[src/rtl/serial_add_ctrl_pkg.sv]
// -----------------------------------------------------------------------------
// serial_add_ctrl_pkg
// Shared definitions for the bit-serial add/subtract controller:
//   - state_e : controller state encoding (IDLE, RUN, DONE)
//   - OP_ADD / OP_SUB : values of the 'sub' opcode input
// -----------------------------------------------------------------------------
package serial_add_ctrl_pkg;

  typedef enum logic [1:0] {
    IDLE = 2'b00,
    RUN  = 2'b01,
    DONE = 2'b10
  } state_e;

  localparam logic OP_ADD = 1'b0;
  localparam logic OP_SUB = 1'b1;

endpackage : serial_add_ctrl_pkg

[src/rtl/serial_add_ctrl_full_adder_cell.sv]
// -----------------------------------------------------------------------------
// full_adder_cell
// Combinational 1-bit full adder, the single arithmetic cell reused once per
// bit position by serial_add_ctrl.
// Ports:
//   a, b  : operand bits
//   cin   : carry in
//   s     : sum bit   (a ^ b ^ cin)
//   cout  : carry out (majority of a, b, cin)
// -----------------------------------------------------------------------------
module full_adder_cell (
  input  logic a,
  input  logic b,
  input  logic cin,
  output logic s,
  output logic cout
);

  assign s    = a ^ b ^ cin;
  assign cout = (a & b) | (a & cin) | (b & cin);

endmodule : full_adder_cell

[src/rtl/serial_add_ctrl.sv]
// -----------------------------------------------------------------------------
// serial_add_ctrl
// Bit-serial add/subtract controller. On an accepted start the operands are
// loaded into shift registers and fed LSB first through one full_adder_cell,
// one bit per clock, with the carry held in a register between bits. After
// WIDTH cycles the assembled result, carry out and signed overflow are
// registered and 'done' pulses for one cycle.
// Parameters:
//   WIDTH : operand/result width in bits (>= 2)
// Ports:
//   clk   : system clock, rising edge
//   rst_n : synchronous active-low reset
//   start : request, sampled only in IDLE
//   sub   : 0 = a+b, 1 = a-b, captured with start
//   a, b  : operands, captured with start
//   busy  : high while the operation runs (RUN)
//   done  : one-cycle pulse, result valid
//   sum   : result, held until the next accepted start
//   cout  : final carry out (subtract: 1 = no borrow, a >= b unsigned)
//   ovf   : two's-complement overflow
// -----------------------------------------------------------------------------
module serial_add_ctrl
  import serial_add_ctrl_pkg::*;
#(
  parameter int WIDTH = 8
) (
  input  logic             clk,
  input  logic             rst_n,
  input  logic             start,
  input  logic             sub,
  input  logic [WIDTH-1:0] a,
  input  logic [WIDTH-1:0] b,
  output logic             busy,
  output logic             done,
  output logic [WIDTH-1:0] sum,
  output logic             cout,
  output logic             ovf
);

  localparam int CW = (WIDTH > 2) ? $clog2(WIDTH) : 1;
  localparam logic [CW-1:0] CNT_LAST = CW'(WIDTH - 1);
  localparam logic [CW-1:0] CNT_PREV = CW'(WIDTH - 2);

  state_e           state_q, state_d;
  logic [WIDTH-1:0] a_sh_q,  a_sh_d;
  logic [WIDTH-1:0] b_sh_q,  b_sh_d;
  logic [WIDTH-1:0] res_q,   res_d;
  logic             carry_q, carry_d;
  logic             cmsb_q,  cmsb_d;
  logic [CW-1:0]    cnt_q,   cnt_d;
  logic [WIDTH-1:0] sum_q,   sum_d;
  logic             cout_q,  cout_d;
  logic             ovf_q,   ovf_d;
  logic             busy_q,  busy_d;
  logic             done_q,  done_d;

  logic cell_s;
  logic cell_c;

  full_adder_cell u_cell (
    .a   (a_sh_q[0]),
    .b   (b_sh_q[0]),
    .cin (carry_q),
    .s   (cell_s),
    .cout(cell_c)
  );

  // NOTE: every signal gets its hold value first so no branch can leave one
  // unassigned and infer a latch.
  always_comb begin
    state_d = state_q;
    a_sh_d  = a_sh_q;
    b_sh_d  = b_sh_q;
    res_d   = res_q;
    carry_d = carry_q;
    cmsb_d  = cmsb_q;
    cnt_d   = cnt_q;
    sum_d   = sum_q;
    cout_d  = cout_q;
    ovf_d   = ovf_q;

    unique case (state_q)
      IDLE: begin
        if (start) begin
          // Subtraction is a + ~b + 1: invert B and seed the carry with 1.
          a_sh_d  = a;
          b_sh_d  = (sub == OP_SUB) ? ~b : b;
          carry_d = sub;
          res_d   = '0;
          cmsb_d  = 1'b0;
          cnt_d   = '0;
          state_d = RUN;
        end
      end

      RUN: begin
        res_d   = {cell_s, res_q[WIDTH-1:1]};
        a_sh_d  = a_sh_q >> 1;
        b_sh_d  = b_sh_q >> 1;
        carry_d = cell_c;
        cnt_d   = cnt_q + 1'b1;

        // Carry out of bit WIDTH-2 is the carry into the MSB; kept for the
        // signed overflow test (carry-in of MSB differs from carry-out).
        if (cnt_q == CNT_PREV) begin
          cmsb_d = cell_c;
        end

        if (cnt_q == CNT_LAST) begin
          sum_d   = {cell_s, res_q[WIDTH-1:1]};
          cout_d  = cell_c;
          ovf_d   = cmsb_q ^ cell_c;
          // Counter is left at its last value so it never wraps.
          cnt_d   = cnt_q;
          state_d = DONE;
        end
      end

      DONE: begin
        state_d = IDLE;
      end

      default: begin
        state_d = IDLE;
      end
    endcase

    // Status outputs are registered from the next state so they line up
    // with the state they describe.
    busy_d = (state_d == RUN);
    done_d = (state_d == DONE);
  end

  // NOTE: sequential state uses non-blocking assignments so every flop
  // samples the pre-edge values, independent of statement order.
  always_ff @(posedge clk) begin
    if (!rst_n) begin
      state_q <= IDLE;
      a_sh_q  <= '0;
      b_sh_q  <= '0;
      res_q   <= '0;
      carry_q <= 1'b0;
      cmsb_q  <= 1'b0;
      cnt_q   <= '0;
      sum_q   <= '0;
      cout_q  <= 1'b0;
      ovf_q   <= 1'b0;
      busy_q  <= 1'b0;
      done_q  <= 1'b0;
    end else begin
      state_q <= state_d;
      a_sh_q  <= a_sh_d;
      b_sh_q  <= b_sh_d;
      res_q   <= res_d;
      carry_q <= carry_d;
      cmsb_q  <= cmsb_d;
      cnt_q   <= cnt_d;
      sum_q   <= sum_d;
      cout_q  <= cout_d;
      ovf_q   <= ovf_d;
      busy_q  <= busy_d;
      done_q  <= done_d;
    end
  end

  assign busy = busy_q;
  assign done = done_q;
  assign sum  = sum_q;
  assign cout = cout_q;
  assign ovf  = ovf_q;

endmodule : serial_add_ctrl

[config.mk]
export PLATFORM = sky130hd
export DESIGN_NAME = serial_add_ctrl
export DESIGN_NICKNAME = d
export VERILOG_FILES = /design/src/rtl/serial_add_ctrl_pkg.sv /design/src/rtl/serial_add_ctrl_full_adder_cell.sv /design/src/rtl/serial_add_ctrl.sv
export SDC_FILE = /design/constraint.sdc
export NUM_CORES = 1
export LEC_CHECK = 0
export CAP_MARGIN = 20
export CORE_MARGIN = 2
export CORE_UTILIZATION = 35
export CTS_BUF_LIST = sky130_fd_sc_hd__clkbuf_2 sky130_fd_sc_hd__clkbuf_4 sky130_fd_sc_hd__clkbuf_8
export CTS_CLUSTER_DIAMETER = 30
export CTS_CLUSTER_SIZE = 30
export DETAILED_ROUTE_END_ITERATION = 8
export GPL_TIMING_DRIVEN = 0
export SKIP_CTS_REPAIR_TIMING = 1
export SYNTH_ARGS = -nofsm -noshare
export SYNTH_HDL_FRONTEND = slang
export SYNTH_SLANG_ARGS = --single-unit
[constraint.sdc]
create_clock -name clk -period 3 [get_ports clk]
set_clock_uncertainty 0.05 [all_clocks]
set_input_delay 0.9 -clock clk [delete_from_list [all_inputs] [get_ports clk]]
set_output_delay 0.9 -clock clk [all_outputs]
set_load 0.02 [all_outputs]
==> impl_summary.log <==
[metrics] outcome: finished, final reports clean
[metrics] Sw Pwr: between 200 and 300 µW
[metrics] Total Routing Usage GR: between 10% and 20%
[metrics] HPWL after detailed placement: around 2600 µm
[metrics] number of buffers created by CTS: 5
[metrics] pin count of the biggest net entering global routing: 15
[metrics] total wirelength of the detailed-routed design: 3660 µm
[metrics] list of cells traversed by the critical path: clkdlybuf4s50_1
[metrics] post-synthesis cell area: 1830 µm²
[metrics] Syn. warnings: 0
[metrics] final estimated routing congestion in global placement: ~0.77
[metrics] number of antenna violations at the first check in global routing: 0
[metrics] post-synthesis sequential area ratio: a little under half
[metrics] worst hold slack: 408 ps
[metrics] total via count in the routed design: approximately 1400
[metrics] Avg Inst Size Synth: around 9.8 µm²
[metrics] I/O Buffers: 30
[metrics] number of DRC markers in iteration 0: 105
[metrics] final standard cell utilization of the core: 46.0%
[metrics] via count of the first global-routing pass: 1335
[metrics] share of synthesized flip-flops with an asynchronous set or reset: 0%
[metrics] total die area: about 5800 µm²
[metrics] critical path class: flop to output port
[metrics] Combinational Power Share: about an eighth
[metrics] class of the worst hold path: flop to flop
[metrics] Starting Density: about 36%
[metrics] die extent in y: roughly 76 µm
[metrics] detailed-route wire length per cell: 12.4 µm
[metrics] fraction of power spent switching nets: roughly 24%
[metrics] Filler Cells Inserted: approximately 530
[metrics] synth unique cells: 40
[metrics] most used flip-flop cell after synthesis: sky130_fd_sc_hd__dfxtp_1
[metrics] first-pass GRT wire length: about 6300 µm
[metrics] final setup violation count: 0
[metrics] Layout area overhead: 27.4%
[metrics] critical path's slowest cell: sky130_fd_sc_hd__clkdlybuf4s50_1
[metrics] buffer type at the clock tree root: sky130_fd_sc_hd__clkbuf_8
[metrics] Clock power frac: about 38%
[metrics] Crit path largest cell delay: 610 ps
[metrics] TritonCTS sink count: 42
[metrics] crit share post-route: between 70 and 80%
[metrics] Cell Rows: 26
[metrics] endpoint arrival time on the critical path: around 1200 ps
[metrics] CTS tree: built
[metrics] normalized max-slew margin: 57.6%
[metrics] Required @ worst endpoint: slightly above 2000 ps
[metrics] maximum fanout encountered on the critical timing path: 2
[metrics] H-Tree Level Count: 2
[metrics] core region area: between 5000 and 6000 µm²
[metrics] maximum clock rate: 456 MHz
[metrics] global route total overflow: 0
[metrics] clock slew at the register clock pins of the worst setup and hold paths: 90 ps
[metrics] synthesized netlist net count: roughly 210
[metrics] antenna violation net count after detailed routing: 0
[metrics] number of placed I/O pins: 32
[metrics] count of flip-flops with a built-in enable after synthesis: 0
[metrics] synthesis-stage register bit count: 42
[metrics] cells after synthesis: ~190
[metrics] Pleak: between 0.0007 and 0.0008 µW
[metrics] min cycle time layout: about 2200 ps
[metrics] antenna cell count: 0
[metrics] startpoint type of the worst setup path: flop
[metrics] Pwr Total: around 1200 µW
[metrics] first-pass iteration count of the detailed router: 4
[metrics] count of unresolved DRC violations after routing: 0
[metrics] share of post-route cells with drive strength above 1: about 16%
[metrics] fin. max-slew vios: 0
[metrics] areal power density over the cells: 510 nW/µm²
[metrics] number of nets at the end of the flow: 248
[metrics] horizontal die dimension: between 70 and 80 µm
[metrics] category of cells accounting for the largest share of critical-path delay: buffers and inverters
[metrics] Longest Clk Path Bufs: 2
[metrics] sequential share of power: around half
[metrics] buffer and inverter count on the worst path: 1
[metrics] IR drop worst, VDD: about 0.0002 V
[metrics] actual transition at the worst max-transition pin: between 600 and 700 ps
[metrics] Fin Setup TNS: 0 ps
[metrics] Worst-Skew Late Latency: slightly below 300 ps
[metrics] endpoint kind of the worst setup timing path: output port
[metrics] number of hold violations in the final report: 0
[metrics] Internal Pwr Total: between 900 and 1000 µW
[metrics] RSZ-0062 raised after global routing: no
[metrics] MaxCap Viol Count: 0
[metrics] Vias/cell: between 4 and 5
power groups by stage:
stage                     clock (µW)  combinational [µW]  sequential (µW)
after CTS                        461                 150              594
after floorplan                    0                99.1              605
after global placement             0                 148              606
after global routing             487                 162              597
final                            449                 148              594
after detailed placement           0                 150              607
stage by stage:
| step | setup WS (ps) | area (µm²) | instances |
|---|---|---|---|
| floorplan | 1360 | 1830 | 187 |
| global placement | 656 | 2220 | 287 |
| detailed placement | 648 | 2220 | 287 |
| CTS | 797 | 2330 | 295 |
| global route | 723 | 2330 | 295 |
| finish | 808 | 2330 | 295 |
state kept, by name, summed over array words and instances, names as in the netlist:
signal,cells
sum,8
a_sh_q,8
cout,1
state_q,2
res_q,7
carry_q,1
ovf,1
b_sh_q,8
busy,1
cnt_q,3
cmsb_q,1
done,1
worst register-to-register path: cells and delay by family, from the launching register on:
family / cells / cell delay [ps]
buffers and inverters: 2 / 370
adder cells (fa/ha/maj): 2 / 300
AND/OR/NAND/NOR: 2 / 330
flip-flops: 1 / 410
AO/OA/AOI/OAI: 1 / 100
kinds of logic (layout without fill, tap and decap cells):
family                     after synthesis  count (layout)  share of synthesized area, %
AOI/OAI and AO/OA                       64              64                          26.3
xor gates and xnor gates                 9               9                          4.30
adders and majority gates                4               4                          3.14
buffers and inverters                   19              57                          6.89
DFF                                     42              42                          45.9
and+or+nand+nor                         49              49                          13.4
area by class of cell:
type | instances | area [µm²] | area share [%]
clock inverter | 3 | 45.0 | 1.93
multi-input combinational | 126 | 866 | 37.1
tap | 70 | 87.6 | 3.75
timing repair buffer | 30 | 300 | 12.9
sequential | 42 | 841 | 36.0
buffer | 12 | 100 | 4.29
inverter | 7 | 26.3 | 1.13
clock buffer | 5 | 68.8 | 2.95
layout by cell type (no fill, tap or decap), drive strengths merged, types with 2 or more instances in the layout:
cell type,netlist,final
ha,3,3
clkbuf,2,7
a22oi,13,13
a211oi,4,4
nand3b,2,2
o22ai,12,12
clkdlybuf4s50,0,30
a221oi,2,2
o221ai,3,3
buf,10,10
a21oi,17,17
nand2b,2,2
inv,6,6
dfxtp,42,42
nand2,23,23
o21ai,7,7
nor2,14,14
nand3,4,4
xnor2,8,8
clkinvlp,0,2
path summary, 6_finish.rpt:
path | startpoint | to | slack, ps | cells past startpoint
hold reg to reg | sum[0] | sum[0] | 410 | 2
hold / removal | sum[0] | sum[0] | 410 | 2
setup / recovery | sum[7] | sum[7] | 810 | 1
setup reg to reg | cnt_q[0] | sum[5] | 1370 | 7
cell usage after synthesis (2+ instances only):
cell | instances | share of area, %
sky130_fd_sc_hd__dfxtp_1 | 42 | 46
sky130_fd_sc_hd__o22ai_1 | 12 | 4.1
sky130_fd_sc_hd__buf_6 | 7 | 4.3
sky130_fd_sc_hd__o21ai_1 | 6 | 1.6
sky130_fd_sc_hd__ha_1 | 3 | 2.0
sky130_fd_sc_hd__nand2_1 | 21 | 4.3
sky130_fd_sc_hd__a21oi_2 | 6 | 2.9
sky130_fd_sc_hd__clkbuf_1 | 2 | 0.41
sky130_fd_sc_hd__a211oi_1 | 2 | 0.82
sky130_fd_sc_hd__a211oi_2 | 2 | 1.4
sky130_fd_sc_hd__o221ai_1 | 3 | 1.4
sky130_fd_sc_hd__nand3_1 | 4 | 1.1
sky130_fd_sc_hd__a22oi_1 | 13 | 5.3
sky130_fd_sc_hd__a21oi_1 | 11 | 3.0
sky130_fd_sc_hd__buf_2 | 2 | 0.55
sky130_fd_sc_hd__nor2_1 | 14 | 2.9
sky130_fd_sc_hd__a221oi_2 | 2 | 1.6
sky130_fd_sc_hd__nand2_2 | 2 | 0.68
sky130_fd_sc_hd__xnor2_1 | 8 | 3.8
sky130_fd_sc_hd__inv_1 | 5 | 1.0
per-layer routing:
metal	share of wire (%)	wire length, µm	global-route usage, %
met5	0	0	0
met4	1.9	70	6.00
met3	4.0	146	3.44
met2	45	1650	20.6
met1	49	1790	17.6
(Power assumes the default switching activity.)
